## src/rtl/mux_4x1_rr_arbiter_if.sv

```systemverilog
// Bundles the requester-side signals of the 4:1 mux round-robin arbiter.
// The master side drives requests, data and lock. The slave side (the arbiter) returns grant and mux output.
interface mux_4x1_rr_arbiter_if;
  logic [3:0] req;
  logic [3:0] d;
  logic       lock;
  logic [3:0] gnt;
  logic [1:0] sel;
  logic       y;
  logic       y_vld;

  modport master (
    output req, d, lock,
    input  gnt, sel, y, y_vld
  );

  modport slave (
    input  req, d, lock,
    output gnt, sel, y, y_vld
  );
endinterface

```

## src/rtl/mux_4x1_rr_arbiter.sv

```systemverilog
// Round-robin arbiter that owns a shared 4:1 1-bit mux, with bounded grant tenure.
// Optional macro MUX_ARB_LOCK_EN: while lock=1, the current owner cannot be preempted.
module mux_4x1_rr_arbiter #(
  parameter int unsigned MAX_HOLD = 4
) (
  input logic                  clk,
  input logic                  rst_n,
  mux_4x1_rr_arbiter_if.slave  bus
);

  if (MAX_HOLD < 1 || MAX_HOLD > 15) begin : gen_bad_max_hold
    $error("MAX_HOLD must be in 1..15");
  end

  localparam logic [3:0] MaxHoldCnt = 4'(MAX_HOLD);

  typedef enum logic {StIdle, StGrant} state_e;

  state_e     state_q, state_d;
  logic [1:0] ptr_q, ptr_d;
  logic [3:0] hold_q, hold_d;
  logic [3:0] gnt_q, gnt_d;
  logic [1:0] sel_q, sel_d;
  logic       y_q, y_vld_q;

  logic [3:0] others;
  logic [1:0] win;
  logic       hold_lock;

`ifdef MUX_ARB_LOCK_EN
  assign hold_lock = bus.lock;
`else
  logic unused_lock;
  assign unused_lock = bus.lock;
  assign hold_lock   = 1'b0;
`endif

  // Search order is ptr+1, ptr+2, ptr+3, then ptr. Smaller offsets overwrite later.
  function automatic logic [1:0] rr_pick(input logic [1:0] ptr, input logic [3:0] mask);
    logic [1:0] idx;
    rr_pick = ptr;
    for (int k = 4; k >= 1; k--) begin
      idx = ptr + 2'(k);
      if (mask[idx]) rr_pick = idx;
    end
  endfunction

  // gnt_q is zero in idle, so the same masked pick serves both states.
  assign others = bus.req & ~gnt_q;
  assign win    = rr_pick(ptr_q, others);

  always_comb begin
    state_d = state_q;
    ptr_d   = ptr_q;
    hold_d  = hold_q;
    gnt_d   = gnt_q;
    sel_d   = sel_q;
    unique case (state_q)
      StIdle: begin
        if (|bus.req) begin
          state_d = StGrant;
          gnt_d   = 4'b0001 << win;
          sel_d   = win;
          ptr_d   = win;
          hold_d  = 4'd1;
        end
      end
      StGrant: begin
        if (!bus.req[sel_q]) begin
          if (|others) begin
            gnt_d  = 4'b0001 << win;
            sel_d  = win;
            ptr_d  = win;
            hold_d = 4'd1;
          end else begin
            state_d = StIdle;
            gnt_d   = 4'b0000;
          end
        end else if (hold_q == MaxHoldCnt && |others && !hold_lock) begin
          gnt_d  = 4'b0001 << win;
          sel_d  = win;
          ptr_d  = win;
          hold_d = 4'd1;
        end else if (hold_q != MaxHoldCnt) begin
          hold_d = hold_q + 4'd1;
        end
      end
      default: state_d = StIdle;
    endcase
  end

  always_ff @(posedge clk) begin
    if (!rst_n) begin
      state_q <= StIdle;
      ptr_q   <= 2'd3;
      hold_q  <= 4'd0;
      gnt_q   <= 4'b0000;
      sel_q   <= 2'd0;
      y_q     <= 1'b0;
      y_vld_q <= 1'b0;
    end else begin
      state_q <= state_d;
      ptr_q   <= ptr_d;
      hold_q  <= hold_d;
      gnt_q   <= gnt_d;
      sel_q   <= sel_d;
      if (|gnt_q) y_q <= bus.d[sel_q];
      y_vld_q <= |gnt_q;
    end
  end

  assign bus.gnt   = gnt_q;
  assign bus.sel   = sel_q;
  assign bus.y     = y_q;
  assign bus.y_vld = y_vld_q;

endmodule
```

## src/flat_wrapper.sv

```systemverilog
// flat-port wrapper written by rule: the top's interface ports become plain ports
module mux_4x1_rr_arbiter_flat 
#(
  parameter int unsigned MAX_HOLD = 4
)
  (clk, rst_n, bus_req, bus_d, bus_lock, bus_gnt, bus_sel, bus_y, bus_y_vld);
  mux_4x1_rr_arbiter_if bus_i ();
  input logic clk;
  input logic rst_n;
  input wire logic [$bits(bus_i.req)-1:0] bus_req;
  input wire logic [$bits(bus_i.d)-1:0] bus_d;
  input wire logic [$bits(bus_i.lock)-1:0] bus_lock;
  output wire logic [$bits(bus_i.gnt)-1:0] bus_gnt;
  output wire logic [$bits(bus_i.sel)-1:0] bus_sel;
  output wire logic [$bits(bus_i.y)-1:0] bus_y;
  output wire logic [$bits(bus_i.y_vld)-1:0] bus_y_vld;
  assign bus_i.req = bus_req;
  assign bus_i.d = bus_d;
  assign bus_i.lock = bus_lock;
  assign bus_gnt = bus_i.gnt;
  assign bus_sel = bus_i.sel;
  assign bus_y = bus_i.y;
  assign bus_y_vld = bus_i.y_vld;
  mux_4x1_rr_arbiter #(.MAX_HOLD(MAX_HOLD)) u_core (.clk(clk), .rst_n(rst_n), .bus(bus_i));
endmodule
```

## config.mk

```make
export PLATFORM = sky130hd
export DESIGN_NAME = mux_4x1_rr_arbiter_flat
export DESIGN_NICKNAME = d
export VERILOG_FILES = /design/src/rtl/mux_4x1_rr_arbiter_if.sv /design/src/rtl/mux_4x1_rr_arbiter.sv /design/src/flat_wrapper.sv
export SDC_FILE = /design/constraint.sdc
export NUM_CORES = 1
export LEC_CHECK = 0
export BUFFER_PORTS_ARGS = -buffer_cell sky130_fd_sc_hd__buf_2
export CORE_MARGIN = 1
export CORE_UTILIZATION = 46
export DETAILED_ROUTE_END_ITERATION = 8
export GPL_TIMING_DRIVEN = 0
export HOLD_SLACK_MARGIN = 0.06
export PLACE_DENSITY = 0.73
export SETUP_SLACK_MARGIN = 0.5
export SYNTH_ARGS = -nofsm -noshare
export SYNTH_HDL_FRONTEND = slang
export SYNTH_SLANG_ARGS = --single-unit
export TNS_END_PERCENT = 5
```

## constraint.sdc

```tcl
create_clock -name clk -period 2.15 [get_ports clk]
set_input_delay 0.5375 -clock clk [delete_from_list [all_inputs] [get_ports clk]]
set_output_delay 0.5375 -clock clk [all_outputs]
set_load 0.005 [all_outputs]
```

# Word level (Yosys, flattened, before mapping)
# Index checks and enable logic that the tools add are counted.
dict set report totals {
  word_cells 65
  reg_bits 15
  in_bits 11
}
dict set report classes {
  n_mux 33
  shift 1
  n_lt_le_gt_ge 4
  eq_ne 6
  n_bitwise 3
  reduce_logical 7
  addsub 4
}
# cell n
set op_table {}
lappend op_table {{two-way mux 4 bit} 9}
lappend op_table {{one-hot mux 4 bit (2 select lines)} 2}
lappend op_table {{two-way mux 2 bit} 7}
lappend op_table {{less-than comparator 2 x 3 -> 1 bit (second input constant)} 4}
lappend op_table {{OR reduction 4 bit} 3}
lappend op_table {{binary-select mux 1 bit (select 2 bit)} 5}
lappend op_table {{two-way mux 1 bit} 8}
lappend op_table {{inequality test 3 bit (second input constant)} 2}
lappend op_table {{AND reduction 3 bit} 2}
lappend op_table {{adder 2 bit (second input constant)} 2}
lappend op_table {{adder 4 x 1 -> 4 bit (second input constant)} 1}
lappend op_table {{bitwise AND 4 bit} 1}
lappend op_table {{== test 4 x 3 -> 1 bit (second input constant)} 1}
lappend op_table {{inequality test 4 x 3 -> 1 bit (second input constant)} 1}
lappend op_table {{inequality test 4 bit (second input constant)} 1}
lappend op_table {{inverter 4 bit} 1}
lappend op_table {{one-hot mux 2 bit (2 select lines)} 1}
lappend op_table {{<< shifter 1 x 2 -> 4 bit (first input constant)} 1}
lappend op_table {{adder 2 x 1 -> 2 bit (second input constant)} 1}
lappend op_table {{inequality test 2 x 1 -> 1 bit (second input constant)} 1}
lappend op_table {{one-hot mux 1 bit (2 select lines)} 1}
lappend op_table {{AND reduction 2 bit} 1}
lappend op_table {{logical AND 1 bit} 1}
lappend op_table {{inverter 1 bit} 1}

# Longest topological paths before layout
dict set report depth {
  word_depth 11
  ltp_mapped 7
  mapped_depth_nobuf 7
}

# Worst setup path after synthesis
# No wires, ideal clock.
dict set report synth_path {
  path_type {input -> register}
  from {in bus_req[3]}
  to {reg u_core.gnt_q[0], in the netlist u_core.bus.gnt[0]}
  path_stages 5
  arrival_ps 2024
  path_slack_ps 56
  setup_ps 70
  path_buffers 0
  required_time_ps 2080
  cell_sequence {mux4_2 -> and3_4 -> a211o_1 -> or3_1 -> a21boi_1}
}
dict set report synth_via {
  elab_chain_len 10
  word_cells_on_any_way 24
  cone_classes {2 x eq/ne; 1 x shift; 16 x mux; 1 x bitwise; 4 x reduce/logical}
}
# element line_no
set synth_rtl {}
lappend synth_rtl {{start, declared} flat_wrapper.sv:10} ;# input wire logic [$bits(bus_i.req)-1:0] bus_req;
lappend synth_rtl {{bitwise AND 4 bit} mux_4x1_rr_arbiter.sv:49} ;# assign others = bus.req & ~gnt_q;
lappend synth_rtl {{binary-select mux 1 bit (select 2 bit)} mux_4x1_rr_arbiter.sv:44} ;# if (mask[idx]) rr_pick = idx;
lappend synth_rtl {{two-way mux 1 bit (not written as such)} mux_4x1_rr_arbiter.sv:44}
lappend synth_rtl {{two-way mux 2 bit (3 in a row)} mux_4x1_rr_arbiter.sv:44}
lappend synth_rtl {{<< shifter 1 x 2 -> 4 bit} {mux_4x1_rr_arbiter.sv:62, mux_4x1_rr_arbiter.sv:71, mux_4x1_rr_arbiter.sv:80}}
lappend synth_rtl {{two-way mux 4 bit, on equally long branches} {mux_4x1_rr_arbiter.sv:70, mux_4x1_rr_arbiter.sv:79}}
lappend synth_rtl {{two-way mux 4 bit} mux_4x1_rr_arbiter.sv:69} ;# if (!bus.req[sel_q]) begin
lappend synth_rtl {{one-hot mux 4 bit (2 select lines)} mux_4x1_rr_arbiter.sv:58} ;# unique case (state_q)
lappend synth_rtl {{end signal, assigned} mux_4x1_rr_arbiter.sv:105} ;# gnt_q <= gnt_d;
lappend synth_rtl {{end, declared} mux_4x1_rr_arbiter.sv:22} ;# logic [3:0] gnt_q, gnt_d;
# Parallel ways exist; a longest one is shown, timed or not. The select of a mux whose other input is x is not followed.
# A chain may end at the register's enable or synchronous reset.

# Worst setup path after layout
dict set report layout_path {
  from {reg u_core.sel_q[1], in the netlist u_core.bus.sel[1]}
  to {reg u_core.gnt_q[0], in the netlist u_core.bus.gnt[0]}
}
dict set report layout_via {
  elab_chain_len 4
  word_cells_on_any_way 6
  cone_classes {1 x eq/ne; 4 x mux; 1 x reduce/logical}
}
# element line_no
set layout_rtl {}
lappend layout_rtl {{start, declared} mux_4x1_rr_arbiter.sv:23} ;# logic [1:0] sel_q, sel_d;
lappend layout_rtl {{start signal, assigned} mux_4x1_rr_arbiter.sv:106} ;# sel_q <= sel_d;
lappend layout_rtl {{binary-select mux 1 bit (select 2 bit) (*)} mux_4x1_rr_arbiter.sv:69}
lappend layout_rtl {{two-way mux 1 bit (not written as such) (*)} mux_4x1_rr_arbiter.sv:69}
lappend layout_rtl {{two-way mux 4 bit / inequality test 3 bit (equally long branches)} -}
lappend layout_rtl {{one-hot mux 4 bit (2 select lines) / AND reduction 2 bit (equally long branches)} -}
# Mark *: on every way between the ends. The rest lies on a longest branch, timed or not. The select of a mux whose other input is x is not followed.

==> impl_metrics.toml <==
[synth]
netlist_area_um2 = 821
netlist_instances = 92
ys_top_cells_by_area = "dfxtp_1 (37%), mux4_2 (5.5%), nor2b_1 (4.6%), o21ai_0 (3.7%), nor2_1 (3.7%)"
ys_seq_area_frac = 0.366
ys_ff_latch = 15
synth_area_leader_cell = "dfxtp_1"
syn_nets = 105
synth_flop_cell = "dfxtp_1"
synth_top_area_frac = 0.366
synth_cell_types = 40
syn-mean-instance-area_um2 = 8.92
synth_edf_count = 0
synthArstFlopShare = 0
ys_warn_count = 0

[power]
power.leakage_nw = 0.423
peakVddDrop_mv = 0.792
powerDensity_nw_per_um2 = 890
finalPower_uw = 905

[floorplan]
design.die.area_um2 = 1960
fp.dieW_um = 44.2
dieHeight_um = 44.2
core_um2 = 1590
row_count = 14
start_util = 0.515
boundaryPins = 19

[sta]
fin_skew_ns = 0.00196
min_period_over_period = 0.882
finalWorstSetupSlack_ns = 0.254
report.final.slew_viol_count = 0
hold_viol_final = 0
tightest_slew_ns = 0.506
setup_viol = 0
hold_ws_ns = 0.498
period_minus_slack_ns = 1.90
rsz0062_at_grt = "yes"
tns_ns = 0
max_freq_mhz = 527
max_slew_margin = 0.660

[routing]
dr_wl_met2_um = 818
antenna_left = 0
via_per_inst = 5.55
drtIter0Drc = 21
wl_met1_um = 884
wl_met3_um = 138
wire_per_inst_um = 13.2
num_vias = 783
drc = 0
drt-pass1-iter-count = 6
routed.top_layer = "met4"
routed_wl_um = 1860

[cts]
clk_latency_ns = 0.29
cts_tree = "built"
cts.sinks = 15
cts_root_buf = "clkbuf_4"
clk_path_buf_depth = 2
holdBufCountCts = 0
h-tree-depth = 1
clk_pin_slew_worst_paths_ns = 0.10
cts_buffers = 3

[finish]
mostFrequentLayoutCells = "buf_2 (17), dfxtp_1 (14), nor2b_1 (6), nand2_1 (6)"
final_common_cell = "buf_2"
syn_to_final_growth_pct = 23.9
fin_nets = 131
multiInputGateArea_um2 = 515
fillCellCount = 145
stdcell_count = 141
drive_gt1_frac = 0.316
num_antenna_cells = 0
seq_area_um2 = 304

[worst_setup_path]
rr_endpoint = "u_core.bus.gnt[0]"
r2r-start = "u_core.bus.sel[1]"
rrSetupSlack_ns = 0.25
crit_required_ns = 2.38
start_kind = "flip-flop"
critPathArrivalTime_ns = 2.13
crit_path_start = "u_core.bus.sel[1]"
crit_path_end_kind = "flip-flop"
worstRegToRegCells = 5
crit_type = "reg2reg"
crit_fanout = 3

[min_path]
hp-class = "reg2reg"
min_from = "u_core.hold_q[3]"
min_to = "u_core.hold_q[3]"
hold_path_depth = 2

[run]
drv_cap = 0

[global_routing]
antenna_found_initial = 0
grt_max_degree = 11
grtUsageTotal = 0.220
grt_pass1_vias = 700
grt-ovfl-total = 0
grt_first_pass_wirelength_um = 3130

[place]
place_ws_ns = -0.237
dp_cells = 133
port-buffer-count = 17
dpl.hpwl_um = 1330
gp_congestion = 0.834

[outcome]
status = "completed"
==> synth_stat cells, drive strengths merged (3+ instances only) <==
cell type / number
dfxtp: 15
or3: 3
nor2: 8
a21oi: 4
inv: 4
nand2b: 4
nor2b: 6
o21ai: 6
nand2: 6
==> state kept, by name, indices dropped and copies added, names as in the netlist <==
name	count
u_core.bus.gnt	4
u_core.hold_q	4
u_core.bus.sel	2
u_core.ptr_q	2
u_core.bus.y	1
u_core.bus.y_vld	1
u_core.state_q	1
==> kinds of logic (layout without fill, tap and decap cells) <==
kind of cell | after synthesis | count (layout) | share of synthesized area
multiplexers | 3 | 3 | 0.0671
flip-flops | 15 | 15 | 0.366
adder cells (fa/ha/maj) | 2 | 2 | 0.0305
AND/OR/NAND/NOR | 38 | 38 | 0.267
AO/OA/AOI/OAI | 28 | 28 | 0.242
buffers and inverters | 6 | 31 | 0.0274
==> what timing repair did <==
item                       in CTS  in global routing
setup endpoints to repair      11                 12
pin swaps                       1                  1
resized for setup               3                  5
hold endpoints to repair        0                  0
setup buffers                   3                  1
==> area by class of cell <==
cell class                      instances  area share
Buffer                                  2     0.00738
Clock buffer                            3      0.0221
Clock inverter                          1     0.00738
Inverter                                4      0.0148
Multi-Input combinational cell         71       0.507
Sequential cell                        15       0.299
Tap cell                               24      0.0295
Timing Repair Buffer                   21       0.113
==> metrics by stage <==
stage,area [µm²],utilization
floorplan,821,-
detailed placement,936,0.587
CTS,997,0.626
global route,1020,0.638
global placement,936,0.587
finish,1020,0.638
==> critical path, stage by stage (launching register included) <==
cell      delay, ns
dfxtp_4        0.37
mux4_2         0.52
and3_4         0.21
a211o_1        0.25
or3_1          0.36
a21boi_1       0.12
==> report_power, final <==
part	switching, mW	internal [mW]	total, mW	leakage, nW
Sequential	0.0560	0.333	0.389	0.124
Clock	0.101	0.0708	0.172	0.0139
Combinational	0.167	0.177	0.344	0.285
==> worst max-delay path by stage <==
stage / end / slack [ns] / cells after the start
2_1_floorplan: u_core.bus.gnt[0] / 0.13 / 5
4_1_cts: u_core.bus.gnt[0] / 0.22 / 5
6_report: u_core.bus.gnt[0] / 0.25 / 5
5_1_grt: u_core.bus.gnt[0] / 0.21 / 5
3_3_place_gp: u_core.bus.gnt[3] / -0.26 / 6
3_5_place_dp: u_core.bus.gnt[3] / -0.24 / 6
==> metal layers <==
layer	up-vias	track usage
met4	0	0.0606
met5	-	0
met2	29	0.338
met3	2	0.0857
met1	356	0.290
li1	396	-
Note: power is estimated with default switching activity, not from simulation.
